## src/rtl/y86_rf_pkg.sv

```systemverilog
// Shared definitions for the Y86 scoreboarded register file: default
// parameter values, architectural register indices and the RNONE helper.
// The optional same-cycle write-to-read bypass is selected in the top
// level by the RF_BYPASS_EN macro.
package y86_rf_pkg;

  localparam int DEF_XLEN   = 64;
  localparam int DEF_RW     = 4;
  localparam int DEF_PEND_W = 2;

  // Widest register index the is_none helper accepts.
  localparam int MAX_RW = 8;

  localparam logic [3:0] RAX   = 4'h0;
  localparam logic [3:0] RCX   = 4'h1;
  localparam logic [3:0] RDX   = 4'h2;
  localparam logic [3:0] RBX   = 4'h3;
  localparam logic [3:0] RSP   = 4'h4;
  localparam logic [3:0] RBP   = 4'h5;
  localparam logic [3:0] RSI   = 4'h6;
  localparam logic [3:0] RDI   = 4'h7;
  localparam logic [3:0] R8    = 4'h8;
  localparam logic [3:0] R9    = 4'h9;
  localparam logic [3:0] R10   = 4'hA;
  localparam logic [3:0] R11   = 4'hB;
  localparam logic [3:0] R12   = 4'hC;
  localparam logic [3:0] R13   = 4'hD;
  localparam logic [3:0] R14   = 4'hE;
  localparam logic [3:0] RNONE = 4'hF;

  // True when idx (zero-extended from an rw-bit index) is the all-ones
  // "no register" encoding for that index width.
  function automatic logic is_none(input logic [MAX_RW-1:0] idx,
                                   input int unsigned rw);
    logic [MAX_RW-1:0] mask;
    mask = MAX_RW'((64'd1 << rw) - 64'd1);
    return idx == mask;
  endfunction

endpackage

```

## src/rtl/y86_rf_pend_ctr.sv

```systemverilog
// One pending-write counter of the register-file scoreboard. Increments on
// an issue reservation, decrements on a writeback, saturates at both ends
// and flags the saturating attempt on err for the cycle it happens.
module y86_rf_pend_ctr
  import y86_rf_pkg::*;
#(
  parameter int W = DEF_PEND_W
) (
  input  logic clk,
  input  logic rst,
  input  logic inc,
  input  logic dec,
  output logic nonzero,
  output logic is_one,
  output logic err
);

  localparam logic [W-1:0] CNT_MAX = '1;

  logic [W-1:0] cnt;

  // Up/down count; simultaneous inc and dec cancel, ends saturate.
  always_ff @(posedge clk) begin
    if (rst) begin
      cnt <= '0;
    end else if (inc && !dec && (cnt != CNT_MAX)) begin
      cnt <= cnt + 1'b1;
    end else if (dec && !inc && (cnt != '0)) begin
      cnt <= cnt - 1'b1;
    end
  end

  assign nonzero = |cnt;
  assign is_one  = (cnt == W'(1));
  assign err     = (inc && !dec && (cnt == CNT_MAX)) ||
                   (dec && !inc && (cnt == '0));

endmodule

```

## src/rtl/y86_regfile_sb.sv

```systemverilog
// Scoreboarded register file for the pipelined Y86 core: two combinational
// read ports, two writeback ports (M wins on a shared destination), and a
// per-register pending-write counter that drives the decode stall.
// Define RF_BYPASS_EN to forward same-cycle writeback data to the read
// ports and to let a final pending write resolve the stall in its
// writeback cycle.
//
// Issue interface: iss_valid is a one-cycle strobe with no ready; every
// cycle it is high, iss_dstE/iss_dstM (non-RNONE) are reserved at that
// rising edge. Holding issue while stall is high is the caller's job.
module y86_regfile_sb
  import y86_rf_pkg::*;
#(
  parameter int XLEN   = DEF_XLEN,
  parameter int RW     = DEF_RW,
  parameter int PEND_W = DEF_PEND_W
) (
  input  logic            clk,
  input  logic            rst,
  input  logic [RW-1:0]   srcA,
  input  logic [RW-1:0]   srcB,
  output logic [XLEN-1:0] valA,
  output logic [XLEN-1:0] valB,
  input  logic [RW-1:0]   dstE,
  input  logic [XLEN-1:0] valE,
  input  logic [RW-1:0]   dstM,
  input  logic [XLEN-1:0] valM,
  input  logic            iss_valid,
  input  logic [RW-1:0]   iss_dstE,
  input  logic [RW-1:0]   iss_dstM,
  output logic            stall,
  output logic            sb_err
);

  localparam int NREGS = (1 << RW) - 1;
  localparam int NSLOT = 1 << RW;

`ifdef RF_BYPASS_EN
  localparam bit BYP_EN = 1'b1;
`else
  localparam bit BYP_EN = 1'b0;
`endif

  logic [XLEN-1:0]  regs [NREGS];
  logic [NSLOT-1:0] pend_nz;
  logic [NSLOT-1:0] pend_one;
  logic [NREGS-1:0] pend_err;

  logic none_a, none_b, none_e, none_m;
  logic we_e;
  logic [XLEN-1:0] rd_a, rd_b;
  logic hit_a, hit_b;
  logic res_a, res_b;

  assign none_a = is_none(MAX_RW'(srcA), RW);
  assign none_b = is_none(MAX_RW'(srcB), RW);
  assign none_e = is_none(MAX_RW'(dstE), RW);
  assign none_m = is_none(MAX_RW'(dstM), RW);

  // E writes only when M is not targeting the same register.
  assign we_e = !none_e && (dstE != dstM);

  // The RNONE slot has no counter; it never reports pending.
  assign pend_nz[NSLOT-1]  = 1'b0;
  assign pend_one[NSLOT-1] = 1'b0;

  // Register array: clear on reset, otherwise E then M writeback.
  always_ff @(posedge clk) begin
    if (rst) begin
      for (int r = 0; r < NREGS; r++) begin
        regs[r] <= '0;
      end
    end else begin
      if (we_e) begin
        regs[dstE] <= valE;
      end
      if (!none_m) begin
        regs[dstM] <= valM;
      end
    end
  end

  // Read port A: array value, optionally overridden by same-cycle writeback.
  always_comb begin
    rd_a = '0;
    if (!none_a) begin
      rd_a = regs[srcA];
      if (BYP_EN) begin
        if (srcA == dstM) begin
          rd_a = valM;
        end else if (srcA == dstE) begin
          rd_a = valE;
        end
      end
    end
  end

  // Read port B: same rules as port A.
  always_comb begin
    rd_b = '0;
    if (!none_b) begin
      rd_b = regs[srcB];
      if (BYP_EN) begin
        if (srcB == dstM) begin
          rd_b = valM;
        end else if (srcB == dstE) begin
          rd_b = valE;
        end
      end
    end
  end

  assign valA = rst ? '0 : rd_a;
  assign valB = rst ? '0 : rd_b;

  // A source is resolved when its last outstanding write is on a
  // writeback port this cycle and bypass can deliver it.
  assign res_a = BYP_EN && pend_one[srcA] && ((dstE == srcA) || (dstM == srcA));
  assign res_b = BYP_EN && pend_one[srcB] && ((dstE == srcB) || (dstM == srcB));

  assign hit_a = !none_a && pend_nz[srcA] && !res_a;
  assign hit_b = !none_b && pend_nz[srcB] && !res_b;

  assign stall = !rst && (hit_a || hit_b);

  // One pending counter per architectural register.
  for (genvar r = 0; r < NREGS; r++) begin : g_pend
    logic inc, dec;
    assign inc = iss_valid && ((iss_dstE == RW'(r)) || (iss_dstM == RW'(r)));
    assign dec = (dstE == RW'(r)) || (dstM == RW'(r));

    y86_rf_pend_ctr #(.W(PEND_W)) u_ctr (
      .clk     (clk),
      .rst     (rst),
      .inc     (inc),
      .dec     (dec),
      .nonzero (pend_nz[r]),
      .is_one  (pend_one[r]),
      .err     (pend_err[r])
    );
  end

  // Sticky scoreboard error: any counter overflow/underflow until reset.
  always_ff @(posedge clk) begin
    if (rst) begin
      sb_err <= 1'b0;
    end else if (|pend_err) begin
      sb_err <= 1'b1;
    end
  end

endmodule

```

## config.mk

```make
export PLATFORM = sky130hd
export DESIGN_NAME = y86_regfile_sb
export DESIGN_NICKNAME = d
export VERILOG_FILES = /design/src/rtl/y86_rf_pkg.sv /design/src/rtl/y86_rf_pend_ctr.sv /design/src/rtl/y86_regfile_sb.sv
export SDC_FILE = /design/constraint.sdc
export NUM_CORES = 2
export LEC_CHECK = 0
export ABC_AREA = 1
export ABC_CLOCK_PERIOD_IN_PS = 4100
export CAP_MARGIN = 40
export CORE_ASPECT_RATIO = 0.6
export CORE_MARGIN = 5
export CORE_UTILIZATION = 28
export CTS_BUF_LIST = sky130_fd_sc_hd__clkbuf_16
export CTS_CLUSTER_DIAMETER = 40
export DETAILED_ROUTE_END_ITERATION = 8
export DONT_BUFFER_PORTS = 1
export PLACE_DENSITY_LB_ADDON = 0.12
export SKIP_CTS_REPAIR_TIMING = 1
export SYNTH_ARGS = -nofsm -noshare
export SYNTH_HDL_FRONTEND = slang
export SYNTH_HIERARCHICAL = 1
export SYNTH_SLANG_ARGS = --single-unit
```

## constraint.sdc

```tcl
create_clock -name clk -period 4.1 [get_ports clk]
set_input_delay 0.41 -clock clk [delete_from_list [all_inputs] [get_ports clk]]
set_output_delay 0.41 -clock clk [all_outputs]
set_load 0.01 [all_outputs]
```

### After elaboration in Yosys (flattened, before gate mapping)

Memories as Yosys holds them, arrays and structs flattened.
Cells that the tools add are included.
W data, S select, Z words.

| cells by class | value |
|---|---|
| equality and inequality tests | 91 |
| add/sub/neg operators | 30 |
| muxes and demuxes | 52 |
| order comparisons | 2 |
| reductions and logical operators | 256 |

Operators with widths:

| kind | number |
|---|---|
| $mux W64 | 6 |
| $eq A4 B4 Y1 const B | 32 |
| $reduce_or A64 Y1 | 2 |
| $logic_and A1 B1 Y1 | 109 |
| $eq A4 B3 Y1 const B | 16 |
| $mux W2 | 30 |
| $reduce_bool A2 Y1 | 30 |
| $logic_or A1 B1 Y1 | 46 |
| $logic_not A1 Y1 | 34 |
| $eq A4 B2 Y1 const B | 8 |
| $add A2 B1 Y2 const B | 15 |
| $eq A2 B2 Y1 const B | 15 |
| $logic_not A2 Y1 | 15 |
| $ne A2 B2 Y1 const B | 15 |
| $reduce_or A2 Y1 | 15 |
| $sub A2 B1 Y2 const B | 15 |
| $eq A4 B1 Y1 const B | 4 |
| $logic_not A4 Y1 | 4 |
| $reduce_or A15 Y1 | 1 |
| $mux W1 | 12 |
| $lt A4 B5 Y1 const B | 2 |
| $bmux W1 S4 | 2 |
| $mux W4 | 2 |
| $ne A4 B4 Y1 | 1 |

| word-level totals | value |
|---|---|
| bits in registers | 31 |
| logic and storage cells | 448 |
| input bits | 155 |
| output and inout port bits | 130 |
| RAM bits | 960 |
| memories kept | 1 |

Memory list:

| memory | depth | width | rd ports | clocked after Yosys merged registers in | wr ports | line | RTL |
|---|---|---|---|---|---|---|---|
| regs | 15 | 64 | 2 | 0 | 15 | y86_regfile_sb.sv:44 | `logic [XLEN-1:0] regs [NREGS];` |

### Depth between registers and ports, before layout

| depth | value |
|---|---|
| depth in word-level cells | 8 |
| gate-level depth with buffers | 12 |
| depth with buffers taken out | 11 |

### Cells and area by module

The synthesis kept the hierarchy.

By module, submodules not included:

| module | cells each | area an instance (um^2) | times used |
|---|---|---|---|
| y86_regfile_sb | 9549 | 66907.9 | 1 |
| y86_rf_pend_ctr | 27 | 198.9 | 15 |

### Least setup slack after synthesis

OpenSTA, ideal clock, no wires.

| timing | value |
|---|---|
| path kind | input port to flip-flop |
| start | input port dstM[1] |
| end | memory regs[0][0] (netlist name), enable pin |
| slack | 596 ps |
| arrival | 2652 ps |
| data required time | 3248 ps |
| path buffers | 2 |
| stages on the path | 9 |
| cells stage by stage | inv_1 > nand2_1 > nand2_1 > nor2_2 > nand2_2 > buf_6 > nand4_1 > clkbuf_2 > nand3_1 |

RTL lines:

| item | line | RTL |
|---|---|---|
| start, declared | y86_regfile_sb.sv:26 | `input logic [RW-1:0] dstM,` |
| end, declared | y86_regfile_sb.sv:44 |  |

### Worst setup path after layout

| timing | value |
|---|---|
| start | input port srcB[0] |
| end | output port valB[12] |

| between the ends | value |
|---|---|
| word-level cells in the longest chain between the ends | 3 |
| elaborated cells on any way between the ends | 4 |

Ends and longest elaborated chain:

| item | line | RTL |
|---|---|---|
| start, declared | y86_regfile_sb.sv:21 | `input logic [RW-1:0] srcB,` |
| $mem_v2 Z15 W64 or $eq A4 B4 Y1 (tied branches) | n/a |  |
| $mux W64 * | y86_regfile_sb.sv:101 | `if (!none_b) begin` |
| $mux W64 * | y86_regfile_sb.sv:114 | `assign valB = rst ? '0 : rd_b;` |
| end, declared | y86_regfile_sb.sv:23 | `output logic [XLEN-1:0] valB,` |

Every way passes the cells marked *; elsewhere a longest branch is shown, timed or not.

==> metrics.yaml <==
setup_viol: 0
port_buffers: 0
crit_chain: "inv_8 -> nand2_1 -> inv_6 -> buf_12 -> nand2_1 -> nand3_1 -> nand2_1 -> nand2_1 -> inv_1 -> a21oi_1 -> buf_4"
die-area_um2: 259300
grt_pass1_vias: 65090
crit_fanout: 424
relSlewSlack: 0.3409
p_total_w: 0.03382
cts_buffers: 190
combPwrFrac: 0.146
finClkSkew_ns: 0.02881
die_h_um: 396.5
grt_util_met1: 0.3944
r2r_start: "g_pend[14].u_ctr/cnt[0]"
area_delta_synth_final_pct: 15.96
critical-path-max-stage-delay_ns: 0.54
grt_usage: 0.2756
drt_iter0_drc: 9922
yosysWarnings: 6
vias: 70916
drive_gt1_frac: 0.06288
hold_violations: 10
period_share: 0.8112
vdd_ir_drop_max_v: 0.0002612
tns_ns: 0
drt-total-wl_um: 374500
fin_cells: 13129
core_um2: 247000
hold_class: "in -> reg"
power_frac_seq: 0.385
start_util: 0.2822
hold_path.startpoint: "valE[14]"
grt_remaining_overflow: 0
ant_nets: 0
p_int_w: 0.02370
syn_avg_cell_area_um2: 7.013
max_slew.worst_pin.slew_ns: 0.9887
die_w_um: 654.1
criticalPathCategory: "in -> out"
n_fill_cell: 26182
arrival_ns: 2.92
gp_congestion: 0.8270
grt-busiest-layer: "met2"
met3_usage: 0.05112
maxCapViolCount: 0
critPathLaunchType: "input port"
p_leak_nw: 35.59
hpwl_um: 194400
rows: 141
cp-endpoint: "valB[12]"
clockRootBuffer: "clkbuf_16"
p_clk_frac: 0.469
syn_area_um2: 69700
routed_via_density: 5.401
io_pins: 285
reg2reg_to: "sb_err"
fin_crit_ns: 3.326
p_switching_w: 0.01012
grt_pass1_wl_um: 516100
cpMostUsedCell: "nand2_1"
clk_pin_slew_ns: 0.05
crit_path_top_delay_cell: "a21oi_1"
design_area_um2: 80830
clock_sinks: 1055
rsz0062_at_grt: "false"
netlist_instances: 9939
dp.cells: 12640
violations: "negative hold slack"
cts_max_level: 4
drv_slew: 0
routedWlPerCell_um: 28.52
r2r_cells: 9
drtPass1Iterations: 8
worstSkewPairLatency_ns: 0.85
place_area_um2: 73340
rrSetupSlack_ns: 1.93
holdWs_ns: -0.02882
required_ns: 3.69
p_per_area_nw_per_um2: 418.4
worstSetupStartpoint: "srcB[0]"
drc_errors: 0
grt_max_degree: 609
fin_nets: 9860
cts_tree: "done"
status: "finished, violations left"
critical_path.endpoint_type: "output pin"
max_freq_ghz: 0.3007
grt_antenna_before_repair: 41
clockBufferDepth: 4
gr-usage-met2: 0.4166
swShare: 0.2991
## per-layer routing
layer | up-vias | share of wire
li1 | 31498 | -
met1 | 34264 | 0.44
met2 | 4371 | 0.43
met3 | 767 | 0.10
met4 | 16 | 0.036
met5 | - | 0.00031
## how the worst min path moves through the flow
stage                                        end  slack (ns)  depth (start not counted)
after detailed placement                  sb_err        0.51                          1
final                               regs[10][14]       -0.03                          2
after floorplan           g_pend[0].u_ctr/cnt[0]        0.52                          3
after CTS                            regs[15][3]       -0.41                          0
after global routing                 regs[4][49]      0.0009                          2
after global placement                    sb_err        0.50                          1
## cell usage in the layout, fill, tap and decap left out, types with 3 or more instances in the layout
cell type      instances
nor2_1               130
nor2_4                19
o31ai_1               15
inv_2                  5
inv_1               1258
edfxtp_1            1024
inv_4                  9
nand4_1               60
dfxtp_1               31
bufinv_16             18
buf_4                129
nor2_2                32
nand2_1             3677
buf_16                 7
clkinv_2              26
clkbuf_16            194
o211ai_1              66
conb_1                64
nand3_1             1872
clkinv_4              12
ha_1                  30
clkinvlp_4            21
o21ai_1               78
buf_12                75
nand2_4               13
clkinv_1              25
dlygate4sd3_1        131
nand3_4                3
diode_2               27
nand3b_4              15
inv_6                 13
inv_8                  6
a21oi_1              165
o21ai_0              563
nand3_2               15
## area by class of cell
| type | instances | area [um^2] | area share |
|---|---|---|---|
| antenna | 27 | 67.56 | 0.0008359 |
| clock buffer | 194 | 4855 | 0.06006 |
| clock inverter | 136 | 1221 | 0.01511 |
| inverter | 1257 | 4785 | 0.05920 |
| multi-input combinational | 6827 | 30430 | 0.3765 |
| sequential | 1055 | 31370 | 0.3881 |
| tap | 3289 | 4115 | 0.05091 |
| timing repair buffer | 344 | 3984 | 0.04929 |
## sequential cells by signal, summed over array words and instances, names as in the netlist
register and cells:
g_pend.u_ctr/cnt 30, regs 1024, sb_err 1
## stage by stage
| stage | util | setup slack [ns] |
|---|---|---|
| finish | 0.3272 | 0.7742 |
| global route | 0.3271 | 0.9336 |
| CTS | 0.3216 | 0.9279 |
| detailed placement | 0.2970 | 1.046 |
| global placement | 0.2957 | 1.045 |
| floorplan | - | 0.5963 |
## worst max-delay path: cells and delay by family
family / cells / cell delay (ns)
buffers and inverters: 5 / 1.21
AND/OR/NAND/NOR: 5 / 0.47
AO/OA/AOI/OAI: 1 / 0.54
## power groups by stage
stage / sequential [W] / clock [W] / combinational, W
2_1_floorplan: 0.0132 / 0 / 0.00301
3_3_place_gp: 0.0132 / 0 / 0.00440
3_5_place_dp: 0.0132 / 0 / 0.00445
4_1_cts: 0.0130 / 0.0161 / 0.00446
5_1_grt: 0.0131 / 0.0165 / 0.00532
6_report: 0.0130 / 0.0159 / 0.00493
No activity file was read; power rests on OpenSTA's default activity.
